==> src/rtl/bus_arbiter.sv <==
// bus_arbiter: two-master system bus arbiter with one-cycle dead turnaround
// between owners and a programmable hold limit that reclaims the bus.
// Optional feature macro: ARB_ROUND_ROBIN_EN
//   defined     -> on a tie, grant the master that did not own the bus last
//   not defined -> fixed priority, master 1 wins every tie
module bus_arbiter #(
    parameter int TIMEOUT = 64,
    parameter int CNT_W   = 16
) (
    input  logic       clk,
    input  logic       reset,
    input  logic       req_m1,
    input  logic       req_m2,
    input  logic       done_m1,
    input  logic       done_m2,
    output logic       gnt_m1,
    output logic       gnt_m2,
    output logic [1:0] bus_owner,
    output logic       bus_busy,
    output logic       timeout_m1,
    output logic       timeout_m2
);

    typedef enum logic [1:0] {
        IDLE     = 2'd0,
        GRANT_M1 = 2'd1,
        GRANT_M2 = 2'd2,
        HANDOVER = 2'd3
    } state_t;

    // last_owner encoding: 0 = m1, 1 = m2
    localparam logic LAST_M1 = 1'b0;
    localparam logic LAST_M2 = 1'b1;

    // Release is forced in the last permitted hold cycle, so the counter
    // never has to saturate.
    localparam logic [CNT_W-1:0] CNT_LIM = CNT_W'(TIMEOUT - 1);

    state_t           state_q, state_d;
    logic [CNT_W-1:0] cnt_q;
    logic             last_q;
    logic             gnt_m1_q, gnt_m2_q, busy_q, to_m1_q, to_m2_q;
    logic [1:0]       owner_q;
    logic             to_m1_d, to_m2_d;

    // Arbitration used from both IDLE and HANDOVER.
    function automatic state_t arbitrate(input logic r1, input logic r2,
                                         input logic last);
        state_t s;
        s = IDLE;
        if (r1 && r2) begin
`ifdef ARB_ROUND_ROBIN_EN
            s = (last == LAST_M1) ? GRANT_M2 : GRANT_M1;
`else
            s = GRANT_M1;
`endif
        end else if (r1) begin
            s = GRANT_M1;
        end else if (r2) begin
            s = GRANT_M2;
        end
        return s;
    endfunction

`ifndef ARB_ROUND_ROBIN_EN
    // last_owner is still tracked in fixed-priority builds but not consulted.
    logic unused_last_q;
    assign unused_last_q = last_q;
`endif

    // Next-state: release on done/request drop, forced release at hold limit.
    // A done in the limit cycle is a normal release and suppresses the pulse.
    always_comb begin
        state_d = state_q;
        to_m1_d = 1'b0;
        to_m2_d = 1'b0;
        case (state_q)
            IDLE, HANDOVER: state_d = arbitrate(req_m1, req_m2, last_q);
            GRANT_M1: begin
                if (done_m1 || !req_m1) begin
                    state_d = HANDOVER;
                end else if (cnt_q == CNT_LIM) begin
                    state_d = HANDOVER;
                    to_m1_d = 1'b1;
                end
            end
            GRANT_M2: begin
                if (done_m2 || !req_m2) begin
                    state_d = HANDOVER;
                end else if (cnt_q == CNT_LIM) begin
                    state_d = HANDOVER;
                    to_m2_d = 1'b1;
                end
            end
            default: state_d = IDLE;
        endcase
    end

    // State, hold counter, last owner and registered output decode.
    always_ff @(posedge clk) begin
        if (!reset) begin
            state_q  <= IDLE;
            cnt_q    <= '0;
            last_q   <= LAST_M2;
            gnt_m1_q <= 1'b0;
            gnt_m2_q <= 1'b0;
            owner_q  <= 2'b00;
            busy_q   <= 1'b0;
            to_m1_q  <= 1'b0;
            to_m2_q  <= 1'b0;
        end else begin
            state_q <= state_d;
            if ((state_d == GRANT_M1 || state_d == GRANT_M2) &&
                (state_q == IDLE || state_q == HANDOVER)) begin
                cnt_q <= '0;
            end else if (state_q == GRANT_M1 || state_q == GRANT_M2) begin
                cnt_q <= cnt_q + 1'b1;
            end
            if (state_d == GRANT_M1 && state_q != GRANT_M1) last_q <= LAST_M1;
            if (state_d == GRANT_M2 && state_q != GRANT_M2) last_q <= LAST_M2;
            gnt_m1_q <= (state_d == GRANT_M1);
            gnt_m2_q <= (state_d == GRANT_M2);
            owner_q  <= {state_d == GRANT_M2, state_d == GRANT_M1};
            busy_q   <= (state_d == GRANT_M1) || (state_d == GRANT_M2);
            to_m1_q  <= to_m1_d;
            to_m2_q  <= to_m2_d;
        end
    end

    assign gnt_m1     = gnt_m1_q;
    assign gnt_m2     = gnt_m2_q;
    assign bus_owner  = owner_q;
    assign bus_busy   = busy_q;
    assign timeout_m1 = to_m1_q;
    assign timeout_m2 = to_m2_q;

endmodule

==> config.mk <==
export PLATFORM = sky130hd
export DESIGN_NAME = bus_arbiter
export DESIGN_NICKNAME = d
export VERILOG_FILES = /design/src/rtl/bus_arbiter.sv
export SDC_FILE = /design/constraint.sdc
export NUM_CORES = 1
export LEC_CHECK = 0
export BUFFER_PORTS_ARGS = -buffer_cell sky130_fd_sc_hd__buf_4
export CORE_AREA = 3 3 56 58
export CTS_BUF_LIST = sky130_fd_sc_hd__clkbuf_8
export DETAILED_ROUTE_END_ITERATION = 8
export DIE_AREA = 0 0 59 61
export SYNTH_ARGS = -nofsm -noshare
export SYNTH_HDL_FRONTEND = slang
export SYNTH_SLANG_ARGS = --single-unit
==> constraint.sdc <==
create_clock -name clk -period 5.03 [get_ports clk]
set_clock_uncertainty 0.1 [all_clocks]
set_input_delay 0.2515 -clock clk [delete_from_list [all_inputs] [get_ports clk]]
set_output_delay 0.2515 -clock clk [all_outputs]
set_load 0.03 [all_outputs]
==> results_tabular.tex, run 1 <==
\begin{tabular}{lr}
\hline
Metric & Value \\
\hline
\multicolumn{2}{l}{\textbf{Route}} \\
Via count normalized by instance count & 5.25 \\
Count of nets left with antenna violations after detail routing & 0 \\
Routed wire length & 1990 um \\
Wire length per cell after detailed routing & around 12 um \\
DR iter-0 viols & 18 \\
Final routed DRC violation total & 0 \\
Detailed-route via count & 877 \\
Drt first pass iters & 4 \\
\multicolumn{2}{l}{\textbf{Yosys}} \\
Simple-Gate Fraction of Synth Area & 31.4\% \\
Multiplexer share of the synthesized area & 0.888\% \\
Adder-cell share of the synthesized area & 6.66\% \\
Post-synthesis share of cell area spent on xor and xnor gates & a little under 8\% \\
Mapped Area & between 1000 and 1500 um\^{}2 \\
Combinational family with the most area after synthesis & simple AND/OR/NAND/NOR gates \\
Cell type with the highest aggregate area in the netlist & sky130\_fd\_sc\_hd\_\_dfxtp\_1 \\
Synthesized-area fraction occupied by ao, oa, aoi and oai cells & 7.33\% \\
Proportion of synthesized flip-flops having asynchronous set or reset & 0\% \\
Count of yosys warnings during synthesis & 0 \\
Syn\_nets & 137 \\
Count of flip-flops with a built-in enable after synthesis & 0 \\
Share of the synthesized area in the top cell type & roughly 41\% \\
Flip-flop cell with the highest count after synthesis & sky130\_fd\_sc\_hd\_\_dfxtp\_1 \\
Number of unique standard cell types used by synthesis & 35 \\
Area contributors post-synth & sky130\_fd\_sc\_hd\_\_dfxtp\_1, sky130\_fd\_sc\_hd\_\_ha\_1, sky130\_fd\_sc\_hd\_\_xnor2\_1 \\
Sequential share of the synthesized area & 40.8\% \\
Post-Syn Area per Cell & 9.02 um\^{}2 \\
Number of register bits inferred by synthesis & 23 \\
Synthesized instance count & $\sim$130 \\
\multicolumn{2}{l}{\textbf{Run}} \\
Count of maximum capacitance violations & 0 \\
\multicolumn{2}{l}{\textbf{Power and ir drop}} \\
Maximum ir drop on the vdd rail & 0.334 mV \\
Overall power & 0.000585 W \\
Proportion of power drawn by flip-flops and latches & 37.5\% \\
Switch share & 38.8\% \\
Net switching power & between 0.0002 and 0.00025 W \\
Power density over cell area & 459 nW/um\^{}2 \\
Static leakage & 0.483 nW \\
Clk network pwr share & 19.1\% \\
Gate power share & 43.4\% \\
Cell-internal power & roughly 0.00036 W \\
\multicolumn{2}{l}{\textbf{Clock network}} \\
Count of H-tree levels built during CTS & 1 \\
Number of buffers created by CTS & 3 \\
Clock Latency Late Sink & 0.26 ns \\
Clock Pin Slew Worst Setup and Hold Paths & 0.08 ns \\
Post-cts sizing count & 0 \\
Hold Buf Count CTS & 0 \\
Setup Buffers After CTS & 0 \\
Sink count of the clock tree & 23 \\
TritonCTS clock tree & built \\
Maximum count of clock buffers along a single path & 2 \\
CTS root buffer & sky130\_fd\_sc\_hd\_\_clkbuf\_8 \\
\multicolumn{2}{l}{\textbf{STA}} \\
Total count of hold-check failures in the final report & 0 \\
Final setup violation count & 0 \\
Relative max-transition margin & 28.1\% \\
Final critical-path required period & 3.13 ns \\
Slew at the pin closest to its max-slew limit & 1.07 ns \\
Final-report max-slew violation count & 0 \\
Post-route clock period utilization & between 60\% and 70\% \\
Max Clk Rate & 320 MHz \\
Final setup TNS & 0 ns \\
Smallest setup slack after layout & 1.90 ns \\
Setup repair after global routing missed its margin & false \\
\multicolumn{2}{l}{\textbf{Placement}} \\
Cell Count Post-Placement & between 150 and 200 \\
Last weighted congestion value of the routability-driven placer & between 0.7 and 0.8 \\
Minimum setup slack after placement & approximately 1.9 ns \\
I/O Buffers & 12 \\
Half-perimeter wire length after placement & 1500 um \\
\multicolumn{2}{l}{\textbf{Global route}} \\
Maximum number of pins on one net before global-route repair & 17 \\
Number of global-route vias before repair & 804 \\
GRT overflow & 0 \\
Wire length of the first global-routing pass & around 3500 um \\
Number of antenna violations at the first check in global routing & 0 \\
Gr usage total & 12.7\% \\
\multicolumn{2}{l}{\textbf{Critical path}} \\
Worst Path Required & 5.04 ns \\
Crit Path Class & reg -> reg \\
Critical Path Source Type & flip-flop \\
R2r worst-path depth & 7 \\
Maximum fanout count along the critical path & 16 \\
Crit end category & flip-flop \\
Arrival time reported for the critical path endpoint & $\sim$3.1 ns \\
\multicolumn{2}{l}{\textbf{Die}} \\
Die outline height & 61 um \\
Area of the core & 2710 um\^{}2 \\
Number of rows created at floorplan & 19 \\
Die area & 3600 um\^{}2 \\
Top-level port count & 13 \\
Die outline width & 59 um \\
Initial Util & approximately two fifths \\
\multicolumn{2}{l}{\textbf{Cells and area}} \\
Area growth from synthesis to final layout & 13.1\% \\
Top library cells by usage in the layout, fill and taps aside & sky130\_fd\_sc\_hd\_\_dfxtp\_1, sky130\_fd\_sc\_hd\_\_nor2\_1, sky130\_fd\_sc\_hd\_\_buf\_4, sky130\_fd\_sc\_hd\_\_inv\_1, sky130\_fd\_sc\_hd\_\_nand2\_1 \\
Non-filler cells in the finished layout & around 170 \\
Fraction of layout instances using a drive strength above 1 & 17.6\% \\
Ant. Diodes & 0 \\
Layout net count & 149 \\
Leading cell type in the layout, fill and taps excluded & sky130\_fd\_sc\_hd\_\_dfxtp\_1 \\
\multicolumn{2}{l}{\textbf{Hold path}} \\
Worst Hold Path Cells & 2 \\
Worst hold-check path type & in -> reg \\
\multicolumn{2}{l}{\textbf{Run status}} \\
Status & complete, no violations \\
\hline
\end{tabular}
-- logic make-up (layout without fill, tap and decap cells) --
| kind of cell | count (synthesis) | count (layout) |
|---|---|---|
| AO/OA/AOI/OAI | 15 | 15 |
| XOR/XNOR | 10 | 10 |
| adder cells (fa/ha/maj) | 6 | 6 |
| buffers and inverters | 13 | 24 |
| flip-flops | 23 | 23 |
| multiplexers | 1 | 1 |
| AND/OR/NAND/NOR | 57 | 57 |
-- state kept, by name, indices dropped and copies added (netlist names) --
name and flops:
bus_busy 1, state_q 2, bus_owner 1, timeout_m2 1, gnt_m2 1, cnt_q 16, timeout_m1 1
-- routing by layer --
layer  routed length, um  up-vias  GRT usage [%]
met3                  99        5           2.98
met2                 927       15           21.5
met1                 918      406           14.9
met5                   0        -              0
li1                    -      451              -
met4                  40        0           6.80
-- stage by stage --
| stage | hold slack (ns) | utilization (%) | cell area [um^2] |
|---|---|---|---|
| 3_3_place_gp | 0.369 | 45.3 | 1230 |
| 5_1_grt | 0.133 | 47.0 | 1270 |
| 3_5_place_dp | 0.374 | 45.3 | 1230 |
| 4_1_cts | 0.126 | 47.0 | 1270 |
| 6_report | 0.132 | 47.0 | 1270 |
| 2_1_floorplan | 0.273 | - | 1130 |
-- path summary, 6_finish.rpt --
kind / from / to / slack (ns)
max: state_q[1] / cnt_q[0] / 1.90
min: reset / state_q[1] / 0.13
max reg2reg: state_q[1] / cnt_q[0] / 1.90
min reg2reg: cnt_q[15] / cnt_q[15] / 0.38
-- critical path: stages, from the launching register on --
cell	delay (ns)
sky130_fd_sc_hd__dfxtp_1	0.38
sky130_fd_sc_hd__inv_1	0.06
sky130_fd_sc_hd__ha_1	0.22
sky130_fd_sc_hd__or4b_2	0.65
sky130_fd_sc_hd__o31a_1	0.29
sky130_fd_sc_hd__ha_1	0.32
sky130_fd_sc_hd__o21ai_1	0.83
sky130_fd_sc_hd__nor2_1	0.11
-- cell usage after synthesis, types with 2 or more instances --
library cell / instances
sky130_fd_sc_hd__a21oi_1: 6
sky130_fd_sc_hd__and2_1: 4
sky130_fd_sc_hd__buf_4: 2
sky130_fd_sc_hd__clkbuf_1: 2
sky130_fd_sc_hd__dfxtp_1: 23
sky130_fd_sc_hd__ha_1: 6
sky130_fd_sc_hd__inv_1: 8
sky130_fd_sc_hd__nand2_1: 7
sky130_fd_sc_hd__nand3_1: 2
sky130_fd_sc_hd__nand3b_1: 2
sky130_fd_sc_hd__nand4_1: 3
sky130_fd_sc_hd__nor2_1: 13
sky130_fd_sc_hd__nor2b_1: 2
sky130_fd_sc_hd__nor3_1: 3
sky130_fd_sc_hd__nor4_1: 3
sky130_fd_sc_hd__o21ai_0: 6
sky130_fd_sc_hd__o31a_1: 2
sky130_fd_sc_hd__or3_1: 4
sky130_fd_sc_hd__or4_1: 2
sky130_fd_sc_hd__or4b_2: 2
sky130_fd_sc_hd__xnor2_1: 6
sky130_fd_sc_hd__xor2_1: 4
-- power by group through the flow --
stage	Clock (W)	Sequential (W)	Combinational, W
floorplan	0	0.000242	0.000185
global placement	0	0.000222	0.000256
detailed placement	0	0.000224	0.000258
CTS	0.000117	0.000220	0.000260
global route	0.000125	0.000223	0.000289
finish	0.000112	0.000219	0.000254
-- layout make-up --
type	instances	area (um^2)
Multi-Input combinational cell	89	609
Inverter	8	30.0
Sequential cell	23	460
Tap cell	31	38.8
Clock buffer	3	41.3
Clock inverter	1	5.00
Fill cell	274	1440
Timing Repair Buffer	12	90.1
Note: power is estimated with default switching activity, not from simulation.
==> run 2, diff against run 1 <==
==> constraint.sdc (replaced) <==
create_clock -name clk -period 3.1 [get_ports clk]
set_clock_uncertainty 0.1 [all_clocks]
set_input_delay 0.155 -clock clk [delete_from_list [all_inputs] [get_ports clk]]
set_output_delay 0.155 -clock clk [all_outputs]
set_load 0.03 [all_outputs]
==> run 2 against run 1 <==
Effect of this change:
- sequential share of layout area is 0.18 points lower
- hold slack got worse by 0.088 ns
- cell count grew 0.60%
- non-clock buffer count up 1
- fmax up 24%
- critical path depth rose by 1
- combinational power is 71% higher
- sequential power up 63%
- wire length fell by 0.91%
- cell area increased by 0.49%
- first-iteration DRC count rose by 78%
- largest cell class unchanged
==> results_tabular.tex, run 2 (synthesized netlist as in run 1, its figures left out) <==
\begin{tabular}{lr}
\hline
Metric & Value \\
\hline
\multicolumn{2}{l}{\textbf{Run status}} \\
Status & complete, no violations \\
\multicolumn{2}{l}{\textbf{Die}} \\
Die area & 3600 um\^{}2 (unchanged) \\
Die outline width & 59 um (unchanged) \\
Initial Util & 41.6\% (unchanged) \\
Die outline height & 61 um (unchanged) \\
Number of rows created at floorplan & 19 (unchanged) \\
Area of the core & 2710 um\^{}2 (unchanged) \\
Top-level port count & 13 (unchanged) \\
\multicolumn{2}{l}{\textbf{Hold path}} \\
Min-Delay Startpoint & reset \\
Worst hold-check path type & in -> reg \\
\multicolumn{2}{l}{\textbf{STA}} \\
Total count of hold-check failures in the final report & 0 (unchanged) \\
Worst slack on hold paths & 0.0444 ns (-0.0875 ns) \\
Slew at the pin closest to its max-slew limit & 0.371 ns (-0.700 ns) \\
Final-report max-slew violation count & 0 (unchanged) \\
Max Clk Rate & 397 MHz (+24\%) \\
Final setup TNS & 0 ns (unchanged) \\
Final setup violation count & 0 (unchanged) \\
Final critical-path required period & 2.52 ns (-0.608 ns) \\
Relative max-transition margin & 75.3\% (+47 points) \\
Setup repair after global routing missed its margin & false \\
Post-route clock period utilization & 81.3\% (+19 points) \\
\multicolumn{2}{l}{\textbf{Clock network}} \\
Sink count of the clock tree & 23 (unchanged) \\
CTS root buffer & sky130\_fd\_sc\_hd\_\_clkbuf\_8 \\
Maximum count of clock buffers along a single path & 2 (unchanged) \\
Number of buffers created by CTS & 3 (unchanged) \\
Clock Latency Late Sink & 0.26 ns (about the same) \\
Clock Pin Slew Worst Setup and Hold Paths & 0.08 ns (about the same) \\
Post-cts sizing count & 0 (unchanged) \\
Setup Buffers After CTS & 0 (unchanged) \\
TritonCTS clock tree & built \\
Hold Buf Count CTS & 0 (unchanged) \\
Count of H-tree levels built during CTS & 1 (unchanged) \\
\multicolumn{2}{l}{\textbf{Critical path}} \\
Crit Path Class & reg -> reg \\
Critical Path Source Type & flip-flop \\
Launching point of the worst reg2reg path & state\_q[1] \\
Start point of the critical path & state\_q[1] \\
Maximum fanout count along the critical path & 16 (unchanged) \\
Arrival time reported for the critical path endpoint & 2.57 ns (-0.56 ns) \\
Crit end category & flip-flop \\
Worst Path Required & 3.15 ns (-1.89 ns) \\
\multicolumn{2}{l}{\textbf{Route}} \\
Detailed-route via count & 879 (+0.23\%) \\
Wire length per cell after detailed routing & 11.7 um (-1.5\%) \\
DR iter-0 viols & 32 (+14) \\
Count of nets left with antenna violations after detail routing & 0 (unchanged) \\
Final routed DRC violation total & 0 (unchanged) \\
Via count normalized by instance count & 5.23 (-0.37\%) \\
Drt first pass iters & 4 (unchanged) \\
Routed wire length & 1970 um (-0.91\%) \\
\multicolumn{2}{l}{\textbf{Global route}} \\
Number of antenna violations at the first check in global routing & 0 (unchanged) \\
Number of global-route vias before repair & 809 (+0.62\%) \\
Maximum number of pins on one net before global-route repair & 17 (unchanged) \\
GRT overflow & 0 (unchanged) \\
Wire length of the first global-routing pass & 3460 um (-0.80\%) \\
Gr usage total & 12.6\% (-0.077 points) \\
\multicolumn{2}{l}{\textbf{Power and ir drop}} \\
Static leakage & 0.489 nW (+1.2\%) \\
Overall power & 0.000967 W (+65\%) \\
Power density over cell area & 755 nW/um\^{}2 (+65\%) \\
Maximum ir drop on the vdd rail & 0.638 mV (+91\%) \\
\multicolumn{2}{l}{\textbf{Cells and area}} \\
Area of the multi-input gates & 609 um\^{}2 (unchanged) \\
Filler cell count & 267 (-2.6\%) \\
Most flop-heavy register & cnt\_q \\
Fraction of layout instances using a drive strength above 1 & 17.5\% (-0.13 points) \\
Ant. Diodes & 0 (unchanged) \\
Number of flip-flops in the largest register & 16 (unchanged) \\
Final standard cell area without fillers & 1280 um\^{}2 (+0.49\%) \\
Layout net count & 150 (+0.67\%) \\
Leading cell type in the layout, fill and taps excluded & sky130\_fd\_sc\_hd\_\_dfxtp\_1 \\
Area growth from synthesis to final layout & 13.7\% \\
Top library cells by usage in the layout, fill and taps aside & sky130\_fd\_sc\_hd\_\_dfxtp\_1, sky130\_fd\_sc\_hd\_\_nor2\_1, sky130\_fd\_sc\_hd\_\_buf\_4, sky130\_fd\_sc\_hd\_\_inv\_1, sky130\_fd\_sc\_hd\_\_nand2\_1 \\
Largest regs & cnt\_q: 16 flops, state\_q: 2 flops \\
Register cell area after layout & 460 um\^{}2 (unchanged) \\
\multicolumn{2}{l}{\textbf{Run}} \\
Count of maximum capacitance violations & 0 (unchanged) \\
\multicolumn{2}{l}{\textbf{Placement}} \\
I/O Buffers & 12 (unchanged) \\
Half-perimeter wire length after placement & 1510 um (+0.66\%) \\
Area after detailed placement & 1240 um\^{}2 (+0.61\%) \\
Last weighted congestion value of the routability-driven placer & 0.761 (+3.4\%) \\
\hline
\end{tabular}
run 2: cell types whose count changed in the layout (fill, tap and decap cells not counted), sizes merged:
cell / change
inv: +1
clkinv: -1
buf: +1
run 2: per-layer routing:
layer | track usage (%) | share of wire (%) | up-vias
li1 | - | - | 454
met1 | 14.5 | 47 | 405
met2 | 21.9 | 47 | 15
met3 | 2.55 | 4.3 | 5
met4 | 6.80 | 2.0 | 0
met5 | 0 | 0 | -
run 2: path summary, 6_finish.rpt:
check          endpoint  slack [ns]  depth (start not counted)
min          state_q[0]        0.04                          2
max            cnt_q[4]        0.58                          8
max reg2reg    cnt_q[4]        0.58                          8
min reg2reg   cnt_q[15]        0.38                          2
run 2: final cells by class:
type / instances / share of cell area, %
multi-input cells: 89 / 47.6
flip-flops and latches: 23 / 35.9
repair buffers: 13 / 7.62
clock buffers: 3 / 3.22
well taps: 31 / 3.03
inverters: 8 / 2.34
clock inverters: 1 / 0.293
run 2: worst max-delay path: stages, from the launching register on:
cell and delay [ns]:
sky130_fd_sc_hd__dfxtp_1 0.38, sky130_fd_sc_hd__inv_1 0.06, sky130_fd_sc_hd__ha_1 0.22, sky130_fd_sc_hd__or4b_2 0.64
sky130_fd_sc_hd__o31a_1 0.29, sky130_fd_sc_hd__ha_1 0.32, sky130_fd_sc_hd__o21ai_1 0.12, sky130_fd_sc_hd__buf_4 0.23
sky130_fd_sc_hd__nor2_1 0.07
run 2: where the power goes:
part,total (W),switching [W],internal (W)
Sequential,0.000356,0.0000235,0.000332
Clock,0.000176,0.0000880,0.0000882
Combinational,0.000435,0.000261,0.000173
Total,0.000967,0.000373,0.000594
run 2: stage by stage:
stage / utilization (%) / std cells / worst slack, ns
floorplan: - / 125 / 0.416
global placement: 45.6 / 164 / 0.614
detailed placement: 45.6 / 164 / 0.575
CTS: 47.3 / 168 / 0.559
global route: 47.3 / 168 / 0.364
finish: 47.3 / 168 / 0.580
==> run 3, diff against run 2 <==
==> constraint.sdc (replaced) <==
create_clock -name clk -period 2.4 [get_ports clk]
set_clock_uncertainty 0.1 [all_clocks]
set_input_delay 0.12 -clock clk [delete_from_list [all_inputs] [get_ports clk]]
set_output_delay 0.12 -clock clk [all_outputs]
set_load 0.03 [all_outputs]
==> run 3 against run 2 <==
Effect of this change:
- largest power group unchanged
- non-clock buffer count up 19
- setup slack worse by 0.47 ns
- sequential power up 30%
- utilization grew 8.6 points
- die area unchanged
- sequential cell count unchanged
- critical path type unchanged
- highest routed layer unchanged
- total power rose by 73%
- wire length up 30%
==> results_tabular.tex, run 3 (synthesized netlist as in run 1, its figures left out) <==
\begin{tabular}{lr}
\hline
Metric & Value \\
\hline
\multicolumn{2}{l}{\textbf{Run status}} \\
Status & complete, no violations \\
\multicolumn{2}{l}{\textbf{Critical path}} \\
R2r worst-path depth & 6 (-2) \\
Arrival time reported for the critical path endpoint & 2.39 ns (-0.18 ns) \\
Critical-path cell list & buf\_4 -> ha\_1 -> nand3b\_1 -> or4\_4 -> or3\_1 -> a21oi\_2 \\
Reg-to-Reg End & cnt\_q[15] \\
Slowest stage cell, crit path & sky130\_fd\_sc\_hd\_\_or4\_4 \\
Launching point of the worst reg2reg path & state\_q[1] \\
Worst setup slack for register-to-register paths & 0.11 ns (-0.47 ns) \\
Critical Path Source Type & flip-flop \\
Worst Path Required & 2.51 ns (-0.64 ns) \\
Crit end category & flip-flop \\
Worst path max stage delay & 0.58 ns (-0.06 ns) \\
Dominant delay contributor by cell family on the critical path & simple AND/OR/NAND/NOR gates \\
Crit Path Class & reg -> reg \\
Maximum fanout count along the critical path & 6 (-10) \\
Crit path buffers/inverters & 1 (-1) \\
\multicolumn{2}{l}{\textbf{Global route}} \\
Number of global-route vias before repair & 955 (+18\%) \\
Gr usage total & 15.9\% (+3.3 points) \\
Maximum number of pins on one net before global-route repair & 14 (-3) \\
Wire length of the first global-routing pass & 4260 um (+23\%) \\
GRT overflow & 0 (unchanged) \\
Number of antenna violations at the first check in global routing & 0 (unchanged) \\
\multicolumn{2}{l}{\textbf{Cells and area}} \\
Most flop-heavy register & cnt\_q \\
Final core area utilization & 55.9\% (+8.6 points) \\
Layout net count & 169 (+13\%) \\
Largest regs & cnt\_q: 16 flops, state\_q: 2 flops \\
Top library cells by usage in the layout, fill and taps aside & sky130\_fd\_sc\_hd\_\_buf\_4, sky130\_fd\_sc\_hd\_\_dfxtp\_1, sky130\_fd\_sc\_hd\_\_nor2\_1, sky130\_fd\_sc\_hd\_\_nand2\_1 \\
Fraction of layout instances using a drive strength above 1 & 37.2\% (+20 points) \\
Number of flip-flops in the largest register & 16 (unchanged) \\
Area growth from synthesis to final layout & 34.4\% \\
Leading cell type in the layout, fill and taps excluded & sky130\_fd\_sc\_hd\_\_buf\_4 \\
Ant. Diodes & 0 (unchanged) \\
\multicolumn{2}{l}{\textbf{Hold path}} \\
Worst hold-check path type & in -> reg \\
Worst Hold Path Cells & 2 (unchanged) \\
Min-Delay Startpoint & reset \\
End point of the most critical hold path & state\_q[1] \\
\multicolumn{2}{l}{\textbf{Clock network}} \\
Maximum count of clock buffers along a single path & 2 (unchanged) \\
Count of H-tree levels built during CTS & 1 (unchanged) \\
TritonCTS clock tree & built \\
Number of buffers created by CTS & 3 (unchanged) \\
Sink count of the clock tree & 23 (unchanged) \\
Clock Latency Late Sink & 0.26 ns (about the same) \\
Clock Pin Slew Worst Setup and Hold Paths & 0.08 ns (about the same) \\
CTS root buffer & sky130\_fd\_sc\_hd\_\_clkbuf\_8 \\
\multicolumn{2}{l}{\textbf{Route}} \\
Detailed-route via count & 955 (+8.6\%) \\
Wire length per cell after detailed routing & 13.7 um (+17\%) \\
Routed wire length & 2560 um (+30\%) \\
Final routed DRC violation total & 0 (unchanged) \\
DR iter-0 viols & 30 (-6.3\%) \\
Drt first pass iters & 5 (+1) \\
Via count normalized by instance count & 5.11 (-2.4\%) \\
Count of nets left with antenna violations after detail routing & 0 (unchanged) \\
\multicolumn{2}{l}{\textbf{STA}} \\
Total count of hold-check failures in the final report & 0 (unchanged) \\
Relative max-transition margin & 77.1\% (+1.8 points) \\
Final-report max-slew violation count & 0 (unchanged) \\
Post-route clock period utilization & 95.3\% (+14 points) \\
Final critical-path required period & 2.29 ns (-0.233 ns) \\
Final setup TNS & 0 ns (unchanged) \\
Max Clk Rate & 437 MHz (+10\%) \\
Final setup violation count & 0 (unchanged) \\
Setup repair after global routing missed its margin & false \\
Slew at the pin closest to its max-slew limit & 0.340 ns (-0.0306 ns) \\
\multicolumn{2}{l}{\textbf{Placement}} \\
Half-perimeter wire length after placement & 1690 um (+12\%) \\
Last weighted congestion value of the routability-driven placer & 0.826 (+8.5\%) \\
I/O Buffers & 12 (unchanged) \\
\multicolumn{2}{l}{\textbf{Run}} \\
Count of maximum capacitance violations & 0 (unchanged) \\
\multicolumn{2}{l}{\textbf{Power and ir drop}} \\
Power density over cell area & 1110 nW/um\^{}2 (+47\%) \\
Static leakage & 0.589 nW (+20\%) \\
Maximum ir drop on the vdd rail & 0.795 mV (+25\%) \\
\multicolumn{2}{l}{\textbf{Die}} \\
Area of the core & 2710 um\^{}2 (unchanged) \\
Initial Util & 41.6\% (unchanged) \\
Die area & 3600 um\^{}2 (unchanged) \\
Number of rows created at floorplan & 19 (unchanged) \\
Die outline width & 59 um (unchanged) \\
Top-level port count & 13 (unchanged) \\
Die outline height & 61 um (unchanged) \\
\hline
\end{tabular}
## run 3: changes by cell type in the layout (fill, tap and decap cells not counted), sizes merged
| cell | change |
|---|---|
| buf | +18 |
| clkinv | +1 |
| dlygate4sd3 | +1 |
| inv | -1 |
## run 3: what timing repair did
item | CTS | global route
endpoints found under the hold margin | 1 | 0
resized for setup | 7 | 14
endpoints found under the setup margin | 16 | 16
cloned | 1 | 0
setup buffers | 6 | 2
pin swaps | 1 | 6
hold buffers | 1 | 0
## run 3: worst max path at each step
stage          slack (ns)         to  startpoint  cells after the start
2_1_floorplan        0.02   cnt_q[9]  state_q[0]                      9
3_3_place_gp         0.03  cnt_q[11]  state_q[1]                      8
3_5_place_dp       0.0008  cnt_q[11]  state_q[1]                      8
4_1_cts            -0.006  cnt_q[15]  state_q[0]                     10
5_1_grt              0.02  cnt_q[15]  state_q[1]                      6
6_report             0.11  cnt_q[15]  state_q[1]                      6
## run 3: metrics by stage
step           hold WS (ns)  area [um^2]  total power (W)  worst slack, ns  cells
2_1_floorplan         0.142         1160          0.00101           0.0201    125
3_3_place_gp          0.284         1360          0.00124           0.0308    175
3_5_place_dp          0.286         1360          0.00126         0.000824    175
4_1_cts              0.0222         1500          0.00178         -0.00630    187
5_1_grt              0.0303         1520          0.00181           0.0221    187
6_report             0.0297         1520          0.00168            0.113    187
## run 3: cell type report
cell class,count,area (um^2)
fillers,256,1190
multi-input cells,89,684
flip-flops and latches,23,465
repair buffers,32,250
clock buffers,3,41.3
well taps,31,38.8
inverters,8,30.0
clock inverters,1,5.00
## run 3: layer usage
layer	GRT usage (%)	up-vias	wire (um)
li1	-	495	-
met1	20.0	438	1170
met2	25.9	15	1250
met3	2.55	7	79
met4	8.74	0	59
met5	0	-	0
## run 3: report_power, final
part           internal (W)  switching [W]  total (W)  leakage [nW]
registers          0.000434      0.0000286   0.000463         0.188
logic              0.000492       0.000479   0.000971         0.376
clock network      0.000116       0.000128   0.000244        0.0255
total               0.00104       0.000636    0.00168         0.589
